`src/rtl/mem_bus_arbiter.sv`:
```
// Shared single-port memory arbiter: NUM_MASTERS request ports, round-robin grant, registered handshake.
// Define MEM_BUS_FIXED_PRIO_EN to switch to fixed priority (lowest index wins).
module mem_bus_arbiter #(
  parameter int NUM_MASTERS = 2,
  parameter int ADDR_W      = 32,
  parameter int DATA_W      = 32,
  parameter int SEL_W       = DATA_W / 8,
  parameter int WAIT_CYCLES = 0
) (
  input  logic                          clk,
  input  logic                          rst,
  input  logic [NUM_MASTERS-1:0]        m_req,
  input  logic [NUM_MASTERS-1:0]        m_we,
  input  logic [NUM_MASTERS*ADDR_W-1:0] m_addr,
  input  logic [NUM_MASTERS*SEL_W-1:0]  m_sel,
  input  logic [NUM_MASTERS*DATA_W-1:0] m_wdata,
  output logic [NUM_MASTERS-1:0]        m_ack,
  output logic [DATA_W-1:0]             m_rdata,
  output logic                          mem_ce,
  output logic                          mem_we,
  output logic [ADDR_W-1:0]             mem_addr,
  output logic [SEL_W-1:0]              mem_sel,
  output logic [DATA_W-1:0]             mem_wdata,
  input  logic [DATA_W-1:0]             mem_rdata,
  output logic                          busy,
  output logic [2:0]                    grant_id
);

  typedef enum logic [1:0] {IDLE = 2'd0, ISSUE = 2'd1, WAIT = 2'd2, DONE = 2'd3} state_t;

  state_t                  state_r, state_s;
  logic [3:0]              wait_cnt_r, wait_cnt_s;
  logic [2:0]              last_grant_r, last_grant_s;
  logic [2:0]              grant_id_r, grant_id_s;
  logic [2:0]              winner_s;
  logic                    lat_we_r, lat_we_s;
  logic [NUM_MASTERS-1:0]  ack_r, ack_s;
  logic [DATA_W-1:0]       rdata_r, rdata_s;
  logic                    ce_r, ce_s, we_r, we_s;
  logic [ADDR_W-1:0]       addr_r, addr_s;
  logic [SEL_W-1:0]        sel_r, sel_s;
  logic [DATA_W-1:0]       wdata_r, wdata_s;
  logic                    win_we_s;
  logic [ADDR_W-1:0]       win_addr_s;
  logic [SEL_W-1:0]        win_sel_s;
  logic [DATA_W-1:0]       win_wdata_s;

  generate
    if (NUM_MASTERS == 1) begin : g_single
      assign winner_s = 3'd0;
    end else begin : g_arb
`ifdef MEM_BUS_FIXED_PRIO_EN
      logic [2:0] fp_win_s;
      // Lowest requesting index wins.
      always_comb begin
        fp_win_s = 3'd0;
        for (int i = NUM_MASTERS - 1; i >= 0; i--) begin
          fp_win_s = m_req[i] ? 3'(i) : fp_win_s;
        end
      end
      assign winner_s = fp_win_s;
`else
      localparam int IDX_W = $clog2(NUM_MASTERS);
      logic [IDX_W-1:0] rr_idx_s;
      logic [2:0]       rr_win_s;
      logic             rr_found_s;
      logic             rr_hit_s;
      // Round-robin search starting just after the previous winner.
      always_comb begin
        rr_win_s   = 3'd0;
        rr_found_s = 1'b0;
        rr_idx_s   = {IDX_W{1'b0}};
        rr_hit_s   = 1'b0;
        for (int k = 1; k <= NUM_MASTERS; k++) begin
          rr_idx_s   = IDX_W'((int'(last_grant_r) + k) % NUM_MASTERS);
          rr_hit_s   = !rr_found_s && m_req[rr_idx_s];
          rr_win_s   = rr_hit_s ? 3'(rr_idx_s) : rr_win_s;
          rr_found_s = rr_found_s || rr_hit_s;
        end
      end
      assign winner_s = rr_win_s;
`endif
    end
  endgenerate

  // Select the winning master's request fields.
  always_comb begin
    win_we_s    = 1'b0;
    win_addr_s  = {ADDR_W{1'b0}};
    win_sel_s   = {SEL_W{1'b0}};
    win_wdata_s = {DATA_W{1'b0}};
    for (int i = 0; i < NUM_MASTERS; i++) begin
      win_we_s    = (winner_s == 3'(i)) ? m_we[i] : win_we_s;
      win_addr_s  = (winner_s == 3'(i)) ? m_addr[i*ADDR_W +: ADDR_W] : win_addr_s;
      win_sel_s   = (winner_s == 3'(i)) ? m_sel[i*SEL_W +: SEL_W] : win_sel_s;
      win_wdata_s = (winner_s == 3'(i)) ? m_wdata[i*DATA_W +: DATA_W] : win_wdata_s;
    end
  end

  // State and wait-counter register.
  always_ff @(posedge clk or negedge rst) begin
    if (!rst) begin
      state_r    <= IDLE;
      wait_cnt_r <= 4'd0;
    end else begin
      state_r    <= state_s;
      wait_cnt_r <= wait_cnt_s;
    end
  end

  // Next-state logic; WAIT lasts exactly WAIT_CYCLES cycles.
  always_comb begin
    state_s    = state_r;
    wait_cnt_s = wait_cnt_r;
    case (state_r)
      IDLE:  state_s = (|m_req) ? ISSUE : IDLE;
      ISSUE: begin
        if (WAIT_CYCLES > 0) begin
          state_s    = WAIT;
          wait_cnt_s = 4'(WAIT_CYCLES - 1);
        end else begin
          state_s = DONE;
        end
      end
      WAIT: begin
        if (wait_cnt_r == 4'd0) begin
          state_s = DONE;
        end else begin
          wait_cnt_s = wait_cnt_r - 4'd1;
        end
      end
      DONE:    state_s = IDLE;
      default: state_s = IDLE;
    endcase
  end

  // Next values of the registered outputs; ack and read capture happen on the edge into DONE.
  always_comb begin
    ack_s        = {NUM_MASTERS{1'b0}};
    rdata_s      = rdata_r;
    ce_s         = 1'b0;
    we_s         = we_r;
    addr_s       = addr_r;
    sel_s        = sel_r;
    wdata_s      = wdata_r;
    lat_we_s     = lat_we_r;
    last_grant_s = last_grant_r;
    grant_id_s   = grant_id_r;
    case (state_r)
      IDLE: begin
        if (|m_req) begin
          ce_s         = 1'b1;
          we_s         = win_we_s;
          addr_s       = win_addr_s;
          sel_s        = win_sel_s;
          wdata_s      = win_wdata_s;
          lat_we_s     = win_we_s;
          grant_id_s   = winner_s;
          last_grant_s = winner_s;
        end else begin
          ce_s = 1'b0;
          we_s = 1'b0;
        end
      end
      ISSUE, WAIT: begin
        we_s = 1'b0;
        if (state_s == DONE) begin
          ack_s   = NUM_MASTERS'(1'b1) << grant_id_r;
          rdata_s = lat_we_r ? rdata_r : mem_rdata;
        end else begin
          ack_s = {NUM_MASTERS{1'b0}};
        end
      end
      DONE:    we_s = 1'b0;
      default: we_s = 1'b0;
    endcase
  end

  // Output and latched-request registers.
  always_ff @(posedge clk or negedge rst) begin
    if (!rst) begin
      ack_r        <= {NUM_MASTERS{1'b0}};
      rdata_r      <= {DATA_W{1'b0}};
      ce_r         <= 1'b0;
      we_r         <= 1'b0;
      addr_r       <= {ADDR_W{1'b0}};
      sel_r        <= {SEL_W{1'b0}};
      wdata_r      <= {DATA_W{1'b0}};
      lat_we_r     <= 1'b0;
      last_grant_r <= 3'(NUM_MASTERS - 1);
      grant_id_r   <= 3'd0;
    end else begin
      ack_r        <= ack_s;
      rdata_r      <= rdata_s;
      ce_r         <= ce_s;
      we_r         <= we_s;
      addr_r       <= addr_s;
      sel_r        <= sel_s;
      wdata_r      <= wdata_s;
      lat_we_r     <= lat_we_s;
      last_grant_r <= last_grant_s;
      grant_id_r   <= grant_id_s;
    end
  end

  assign m_ack     = ack_r;
  assign m_rdata   = rdata_r;
  assign mem_ce    = ce_r;
  assign mem_we    = we_r;
  assign mem_addr  = addr_r;
  assign mem_sel   = sel_r;
  assign mem_wdata = wdata_r;
  assign grant_id  = grant_id_r;
  assign busy      = (state_r != IDLE);

endmodule

```
`config.mk`:
```
export PLATFORM = sky130hd
export DESIGN_NAME = mem_bus_arbiter
export DESIGN_NICKNAME = d
export VERILOG_FILES = /design/src/rtl/mem_bus_arbiter.sv
export SDC_FILE = /design/constraint.sdc
export NUM_CORES = 1
export LEC_CHECK = 0
export BUFFER_PORTS_ARGS = -buffer_cell sky130_fd_sc_hd__buf_2
export CORE_AREA = 2 2 109 111
export DETAILED_ROUTE_END_ITERATION = 16
export DIE_AREA = 0 0 111 113
export PLACE_DENSITY = 0.81
export SLEW_MARGIN = 20
export SYNTH_ARGS = -nofsm -noshare
export SYNTH_HDL_FRONTEND = slang
export SYNTH_SLANG_ARGS = --single-unit
```
`constraint.sdc`:
```
create_clock -name clk -period 2.3 [get_ports clk]
set_input_delay 0.345 -clock clk [delete_from_list [all_inputs] [get_ports clk]]
set_output_delay 0.345 -clock clk [all_outputs]
set_load 0.02 [all_outputs]
```
# == Word level (Yosys, flattened, before mapping) ==
# Cells that the tools add are included.
# W data, S select, Z words.
# totals
reg_bits,113
inputBits,174
out_inout_bits,108
elab_cells,60
# classes
addsub,3
magnitude_cmp,2
eq_ne,5
shifts,1
mux,23
bitwise,2
reduce_logical,12
# op_table
operator,n
$mux W32,4
$mux W1,12
$mux W4,2
$pmux W2 S4,1
$eq A2 B2 Y1 const B,3
$mux W2,3
$logic_not A4 Y1,1
$lt A1 B2 Y1 const B,2
$reduce_and A2 Y1,2
$reduce_or A2 Y1,2
$sub A4 B1 Y4 const B,1
$logic_not A3 Y1,1
$reduce_and A3 Y1,1
$reduce_or A3 Y1,1
$add A1 B1 Y1 const B,2
$eq A2 B1 Y1 const B,1
$logic_not A2 Y1,1
$not A1 Y1,2
$pmux W1 S2,1
$reduce_bool A2 Y1,1
$shl A1 B1 Y2 const A,1
$eq A1 B1 Y1 const B,1
$logic_and A1 B1 Y1,1
$logic_not A1 Y1,1

# == Logic depth before layout (Yosys ltp) ==
# Gate-level depths: netlist (run 1).
# logic_depth
depth_word,11
depth_mapped,7
ltp_nobuf,5

# == Worst setup path after synthesis (run 1) ==
# OpenSTA, ideal clock, no wires.
# synth_path
path_kind,flip-flop to flip-flop
startpoint,register state_r[0]
endpoint,"register rdata_r[10], in the netlist m_rdata[10]"
setup_time_ps,125
arrival_time_ps,1859
required_time_ps,2175
setup_slack_ps,316
stages_incl_launch_ff,7
n_path_buf,1
period_less_slack_ps,1984
path_cell_list,dfrtp_1 inv_1 ha_1 a211oi_1 a2111oi_4 buf_6 mux2_2
# synth_between
elab_chain_cells,4
elab_cells_between_ends,9
# synth_rtl
element,line_no,source
"start, declared",31,"state_t state_r, state_s;"
"start signal, assigned",106,state_r <= state_s;
$eq A2 B2 Y1 (tied with other cells),115,case (state_r)
$pmux W2 S4,115,
$eq A2 B2 Y1,167,if (state_s == DONE) begin
$reduce_and A3 Y1 (no source line) (*),n/a,
"end signal, assigned",183,rdata_r <= {DATA_W{1'b0}};
"end signal, assigned",194,rdata_r <= rdata_s;
"end, declared",38,"logic [DATA_W-1:0] rdata_r, rdata_s;"
# Every way passes the cells marked *; elsewhere a longest branch is shown, timed or not.
# A chain may end at the register's enable or synchronous reset.

# == Worst setup path after layout (run 1) ==
# layout_path
startpoint,register state_r[0]
endpoint,"register rdata_r[30], in the netlist m_rdata[30]"
# The elaborated chain is that of the path after synthesis.

==> results_dict.tcl, run 1 <==
set metrics [dict create \
    synth_cell_types 31 \
    final_common_cell "buf_2" \
    synth_top_family_by_area "multiplexers" \
    core_area_mm2 0.0113 \
    finalHoldViolations 0 \
    status "complete, no violations" \
    tightest_slew_ns 0.509 \
    antenna_found_initial 0 \
    ys.flop_type "dfrtp_1" \
    yosys_warnings 0 \
    async_flop_share 1.00 \
    antenna_cells 0 \
    seqPwrFrac 0.321 \
    cts_tree "yes" \
    grt_max_degree 88 \
    grtUsageTotal 0.208 \
    dr.pass1.iters 6 \
    synthMuxAreaShare 0.216 \
    crit_path_end_kind "flip-flop" \
    syn_inst 419 \
    skew_ns 0.00623 \
    grt_overflow 0 \
    min_period_ns 2.14 \
    drive_above_1_share 0.496 \
    critPathKind "reg2reg" \
    post-route-util 0.633 \
    max_cap_viol_count 0 \
    grt_pass1_vias 4228 \
    critPathMaxStageDelay_ns 0.41 \
    hold_depth 2 \
    required_ns 2.58 \
    p_int_uw 6640 \
    cp_cell_sequence "inv_1 > ha_1 > nand4bb_1 > a2111oi_4 > buf_12 > mux2_2" \
    start_kind "flip-flop" \
    finalSetupViolCount 0 \
    power_frac_clock 0.251 \
    synthToLayoutAreaGrowth_pct 45.1 \
    cp_max_fo 32 \
    gp_congestion 0.824 \
    io_pins 282 \
    synth-simple-area-share 0.0705 \
    fp.dieH_um 113 \
    ys_seq_elements 113 \
    switching_share 0.385 \
    clkLatencyLatePin_ns 0.40 \
    finalWirelength_mm 12.7 \
    slew_violations 0 \
    period_share 0.929 \
    yosys.area_share.xor_xnor 0.00178 \
    clockBufferDepth 2 \
    first_iter_violations 151 \
    worstHoldPathType "in2reg" \
    synth_area_mm2 0.00491 \
    combPwrFrac 0.428 \
    final_cell_mix "278 x buf_2, 112 x dfrtp_1, 72 x nand2_1, 70 x mux2i_1, 70 x o21ai_0" \
    grt_pass1_wl_mm 20.7 \
    wl_per_cell_um 14.9 \
    num_rows 39 \
    rsz0062_at_grt "false" \
    crit_arrival_ns 2.41 \
    dieWidth_um 111 \
    drcViolationCount 0 \
    viasPerCell 4.84 \
    final.setup.tns_ns 0 \
    yosysSeqAreaShare 0.576 \
    synth_adder_area_share 0.0127 \
    synth_compound_area_frac 0.0881 \
    powerDensity_mw_per_mm2 1510 \
    cts_setup_buffers 0 \
    dieArea_mm2 0.0125 \
    synth_edf_count 0 \
    clk_pin_slew_ns 0.05 \
    start_util 0.436 \
    syn_avg_cell_area_um2 11.7 \
    cts_root_buf "clkbuf_16" \
    maxSlewHeadroom 0.661 \
    dpl.hpwl_mm 9.86 \
    cpMaxStageDelayCell "dfrtp_1" \
    num_vias 4139 \
    irDropWorstVdd_uv 881 \
    io_buffers 279 \
    cts-htree-levels 4 \
    clock-sinks 113 \
    worstRegToRegCells 6 \
    power.switching_uw 4150 \
    cts_buffers 17 \
    antenna_left 0 \
    p_leak_uw 0.00374 \
    fin_cells 855 \
    final_nets 878 \
    fmax_ghz 0.468 \
    dp.cells 822 \
]
-- final timing paths --
path	from	to	slack [ns]
setup / recovery	state_r[0]$_DFF_PN0_	m_rdata[30]$_DFFE_PN0P_	0.16
hold / removal	mem_rdata[25]	m_rdata[25]$_DFFE_PN0P_	0.18
setup reg to reg	state_r[0]$_DFF_PN0_	m_rdata[30]$_DFFE_PN0P_	0.16
hold reg to reg	mem_sel[1]$_DFFE_PN0P_	mem_sel[1]$_DFFE_PN0P_	0.47
max in group asynchronous	rst	last_grant_r[0]$_DFFE_PN1P_	1.21
min in group asynchronous	rst	m_rdata[4]$_DFFE_PN0P_	0.48
-- timing repair --
item                       in CTS  in global routing
hold buffers                    1                  0
setup endpoints to repair       0                  0
hold endpoints to repair       36                  0
resized for setup               0                  0
-- registers in the layout (all words and copies together) (netlist names) --
register,cells
mem_sel,4
lat_we_r,1
m_ack,2
wait_cnt_r,4
m_rdata,32
state_r,2
last_grant_r,1
mem_we,1
mem_ce,1
grant_id,1
mem_addr,32
mem_wdata,32
-- kinds of logic after synthesis --
logic type	count (synthesis)
AND/OR/NAND/NOR	83
multiplexers	102
buffers and inverters	35
XOR/XNOR	1
flip-flops	113
other	1
adder cells (fa/ha/maj)	5
AO/OA/AOI/OAI	79
-- power groups by stage --
| stage | registers, uW | clock network (uW) | logic (uW) |
|---|---|---|---|
| after floorplan | 4560 | 0 | 1960 |
| after detailed placement | 3480 | 0 | 4680 |
| after global placement | 3430 | 0 | 4490 |
| after CTS | 3470 | 2760 | 4680 |
| final | 3460 | 2710 | 4620 |
| after global routing | 3590 | 2860 | 5020 |
-- cells in the mapped netlist, drive strengths merged (2+ instances only) --
library cell / number / share of area
nand2: 72 / 0.055
buf: 14 / 0.019
clkbuf: 14 / 0.011
o21ai: 71 / 0.072
inv: 7 / 0.0053
ha: 5 / 0.013
a211oi: 2 / 0.0031
dfrtp: 112 / 0.57
mux2i: 70 / 0.14
nor3b: 2 / 0.0031
nor3: 3 / 0.0031
mux2: 32 / 0.073
-- metrics by stage --
step	setup WS, ns	instance area (um^2)	hold WS, ns	power [uW]
after floorplan	0.316	4920	0.0494	6510
after global placement	0.295	6510	0.350	7920
after detailed placement	0.160	6510	0.352	8170
after CTS	0.170	7130	0.162	10900
after global routing	0.0338	7130	0.168	11500
final	0.164	7130	0.180	10800
-- cell type report --
type / instances / area [um^2]
Tap cell: 143 / 179
Multi-Input combinational cell: 272 / 1940
Fill cell: 885 / 4140
Sequential cell: 113 / 2830
Clock inverter: 10 / 159
Timing Repair Buffer: 288 / 1540
Clock buffer: 22 / 454
Inverter: 7 / 26.3
-- per-layer routing --
layer,GRT usage,share of wire,vias up
met5,0,0,-
met4,0.0758,0.017,0
met2,0.373,0.52,185
met1,0.235,0.40,1926
met3,0.0637,0.071,18
li1,-,-,2010
-- worst max-delay path: cells and delay by family, from the launching register on --
| family | cells | cell delay (ns) |
|---|---|---|
| AO/OA/AOI/OAI | 1 | 0.39 |
| adder cells (fa/ha/maj) | 1 | 0.27 |
| flip-flops | 1 | 0.41 |
| AND/OR/NAND/NOR | 1 | 0.19 |
| multiplexers | 1 | 0.36 |
| buffers and inverters | 2 | 0.37 |
No activity file was read; power rests on OpenSTA's default activity.
==> inputs of run 2 (changes only) <==
Settings changed: ABC_AREA from default to 1, CORE_AREA 2 2 109 111 to default, CORE_UTILIZATION from default to 44, DIE_AREA 0 0 111 113 to default, PLACE_DENSITY 0.81 to 0.82.
==> run 2 against run 1 <==
Effect of this change:
- setup slack better by 0.24 ns
- critical path type unchanged
- sequential power about the same
- critical path depth grew 1
- synthesized area rose by 2.2%
- fmax is 13% higher
- critical endpoint is now mem_wdata[12]$_DFFE_PN0P_
- flip-flop and latch count unchanged
- design area is 0.95% lower
==> results_dict.tcl, run 2 <==
set metrics [dict create \
    status "complete, no violations" \
    grt_overflow 0 \
    grt_max_degree 73 \
    yosys_warnings 0 \
    irDropWorstVdd_uv 838 \
    synth_top_area_cell "dfrtp_1" \
    slew_violations 0 \
    post-route-util 0.643 \
    io_buffers 279 \
    start_kind "flip-flop" \
    cts-htree-levels 4 \
    final.setup.tns_ns 0 \
    worstHoldPathType "in2reg" \
    syn_inst 575 \
    cts_root_buf "clkbuf_16" \
    clk_pin_slew_ns 0.05 \
    cts_tree "yes" \
    rsz0062_at_grt "false" \
    drcViolationCount 0 \
    clockBufferDepth 2 \
    synth.top_cells.by_count "144 x nand2_1, 112 x dfrtp_1, 80 x o21ai_0, 73 x nor2_1, 60 x o21ai_1" \
    fp.dieH_um 109 \
    p_leak_uw 0.00378 \
    holdWs_ns 0.199 \
    core_area_mm2 0.0110 \
    dieWidth_um 109 \
    synth_edf_count 0 \
    start_util 0.457 \
    dieArea_mm2 0.0118 \
    multiInputGateArea_mm2 0.00191 \
    period_share 0.823 \
    antenna_left 0 \
    max_cap_viol_count 0 \
    viasPerCell 5.05 \
    placed_area_mm2 0.00649 \
    maxSlewHeadroom 0.600 \
    powerDensity_mw_per_mm2 1560 \
    clock-sinks 113 \
    first_iter_violations 450 \
    synth_area_mm2 0.00502 \
    final_nets 1020 \
    clkLatencyLatePin_ns 0.40 \
    critPathKind "reg2reg" \
    drive_above_1_share 0.384 \
    crit_arrival_ns 2.21 \
    wl_per_cell_um 14.9 \
    regArea_mm2 0.00283 \
    async_flop_share 1.00 \
    synth_top_area_share 0.558 \
    dr.pass1.iters 4 \
    grtUsageTotal 0.254 \
    finalHoldViolations 0 \
    fmax_ghz 0.529 \
    yosys-top-cells-area "dfrtp_1 56%, nand2_1 11%, o21ai_0 8.0%" \
    cp_max_fo 70 \
    tightest_slew_ns 0.600 \
    synth_cell_types 26 \
    final_common_cell "buf_2" \
    required_ns 2.62 \
    skew_ns 0.0108 \
    dpl.hpwl_mm 10.5 \
    ys_seq_elements 113 \
    synthToLayoutAreaGrowth_pct 40.6 \
    grt_pass1_wl_mm 22.9 \
    io_pins 282 \
    finalWirelength_mm 14.8 \
    design_area_mm2 0.00707 \
    grt_pass1_vias 4726 \
    finalSetupViolCount 0 \
    yosysSeqAreaShare 0.563 \
    crit_path_end_kind "flip-flop" \
    num_vias 5008 \
    fin_cells 992 \
    cts_buffers 17 \
    fillers 953 \
    num_rows 38 \
    syn_avg_cell_area_um2 8.74 \
    dp.cells 961 \
    ys.flop_type "dfrtp_1" \
    min_period_ns 1.89 \
    post-synth-top-count-cell "nand2_1" \
    antenna_found_initial 2 \
    gp_congestion 0.800 \
    final_cell_mix "278 x buf_2, 144 x nand2_1, 112 x dfrtp_1, 80 x o21ai_0, 73 x nor2_1" \
]
run 2: cell count changes in the layout (fill, tap and decap cells not counted), sizes merged, moves of 2 or more:
cell	previous run	this run
nor3	3	0
inv	7	11
nand2	72	146
mux2i	70	1
a211oi	2	0
nor3b	2	0
mux2	32	0
clkbuf	22	19
nand4	0	33
bufinv	4	2
o21ai	71	140
nor2	1	76
run 2: worst paths after layout:
check / to / slack, ns / startpoint / depth (start not counted)
hold / removal: mem_wdata[30]$_DFFE_PN0P_ / 0.20 / m_wdata[62] / 3
hold reg to reg: m_ack[0]$_DFF_PN0_ / 0.45 / grant_id[0]$_DFFE_PN0P_ / 1
setup / recovery: mem_wdata[12]$_DFFE_PN0P_ / 0.41 / state_r[0]$_DFF_PN0_ / 7
max in group asynchronous: mem_addr[22]$_DFFE_PN0P_ / 1.42 / rst / 3
min in group asynchronous: mem_addr[15]$_DFFE_PN0P_ / 0.50 / rst / 3
setup reg to reg: mem_wdata[12]$_DFFE_PN0P_ / 0.41 / state_r[0]$_DFF_PN0_ / 7
run 2: power breakdown:
part	internal, uW	leakage, uW	total (uW)	switching [uW]
logic	1640	0.00212	5080	3440
clock network	1600	0.000267	2480	878
registers	2960	0.00139	3440	472
total	6200	0.00378	11000	4790
run 2: stage by stage:
step	worst slack, ns	total power (uW)
4_1_cts	0.412	11100
2_1_floorplan	0.814	6920
3_5_place_dp	0.427	8560
6_report	0.408	11000
3_3_place_gp	0.477	8400
5_1_grt	0.172	11800
run 2: routing by layer:
layer	up-vias	routed length (um)	share of wire	track usage
met5	-	0	0	0
met4	0	420	0.028	0.120
met3	31	1120	0.076	0.0693
met2	231	7400	0.50	0.434
met1	2315	5830	0.39	0.294
li1	2431	-	-	-
run 2: cells by family (layout without fill, tap and decap cells):
group | count (synthesis) | count (layout) | share of synthesized area
buf+inv | 54 | 329 | 0.0578
compound gates | 142 | 142 | 0.144
other cells | 1 | 3 | 0.000746
mux | 1 | 1 | 0.00199
flops | 113 | 113 | 0.563
xor+xnor | 3 | 3 | 0.00523
simple gates | 256 | 256 | 0.214
fa+ha+maj | 5 | 5 | 0.0125
run 2: cell type report:
| class | instances | share of cell area |
|---|---|---|
| tap | 140 | 0.0248 |
| sequential | 113 | 0.400 |
| antenna | 1 | 0.000354 |
| clock inverter | 10 | 0.0163 |
| multi-input combinational | 409 | 0.270 |
| timing repair buffer | 289 | 0.220 |
| clock buffer | 19 | 0.0627 |
| inverter | 11 | 0.00584 |
run 2: worst max-delay path: stages (launching register included):
cell     delay (ns)
dfrtp_1        0.37
inv_1          0.13
ha_1           0.19
inv_1          0.08
nor2_4         0.12
buf_4          0.49
o21ai_0        0.24
o21ai_1        0.17
run 2: repair_timing:
action	CTS	global route
hold buffers	1	0
hold endpoints to repair	50	0
buffers inserted	0	0
gates resized for setup	0	0
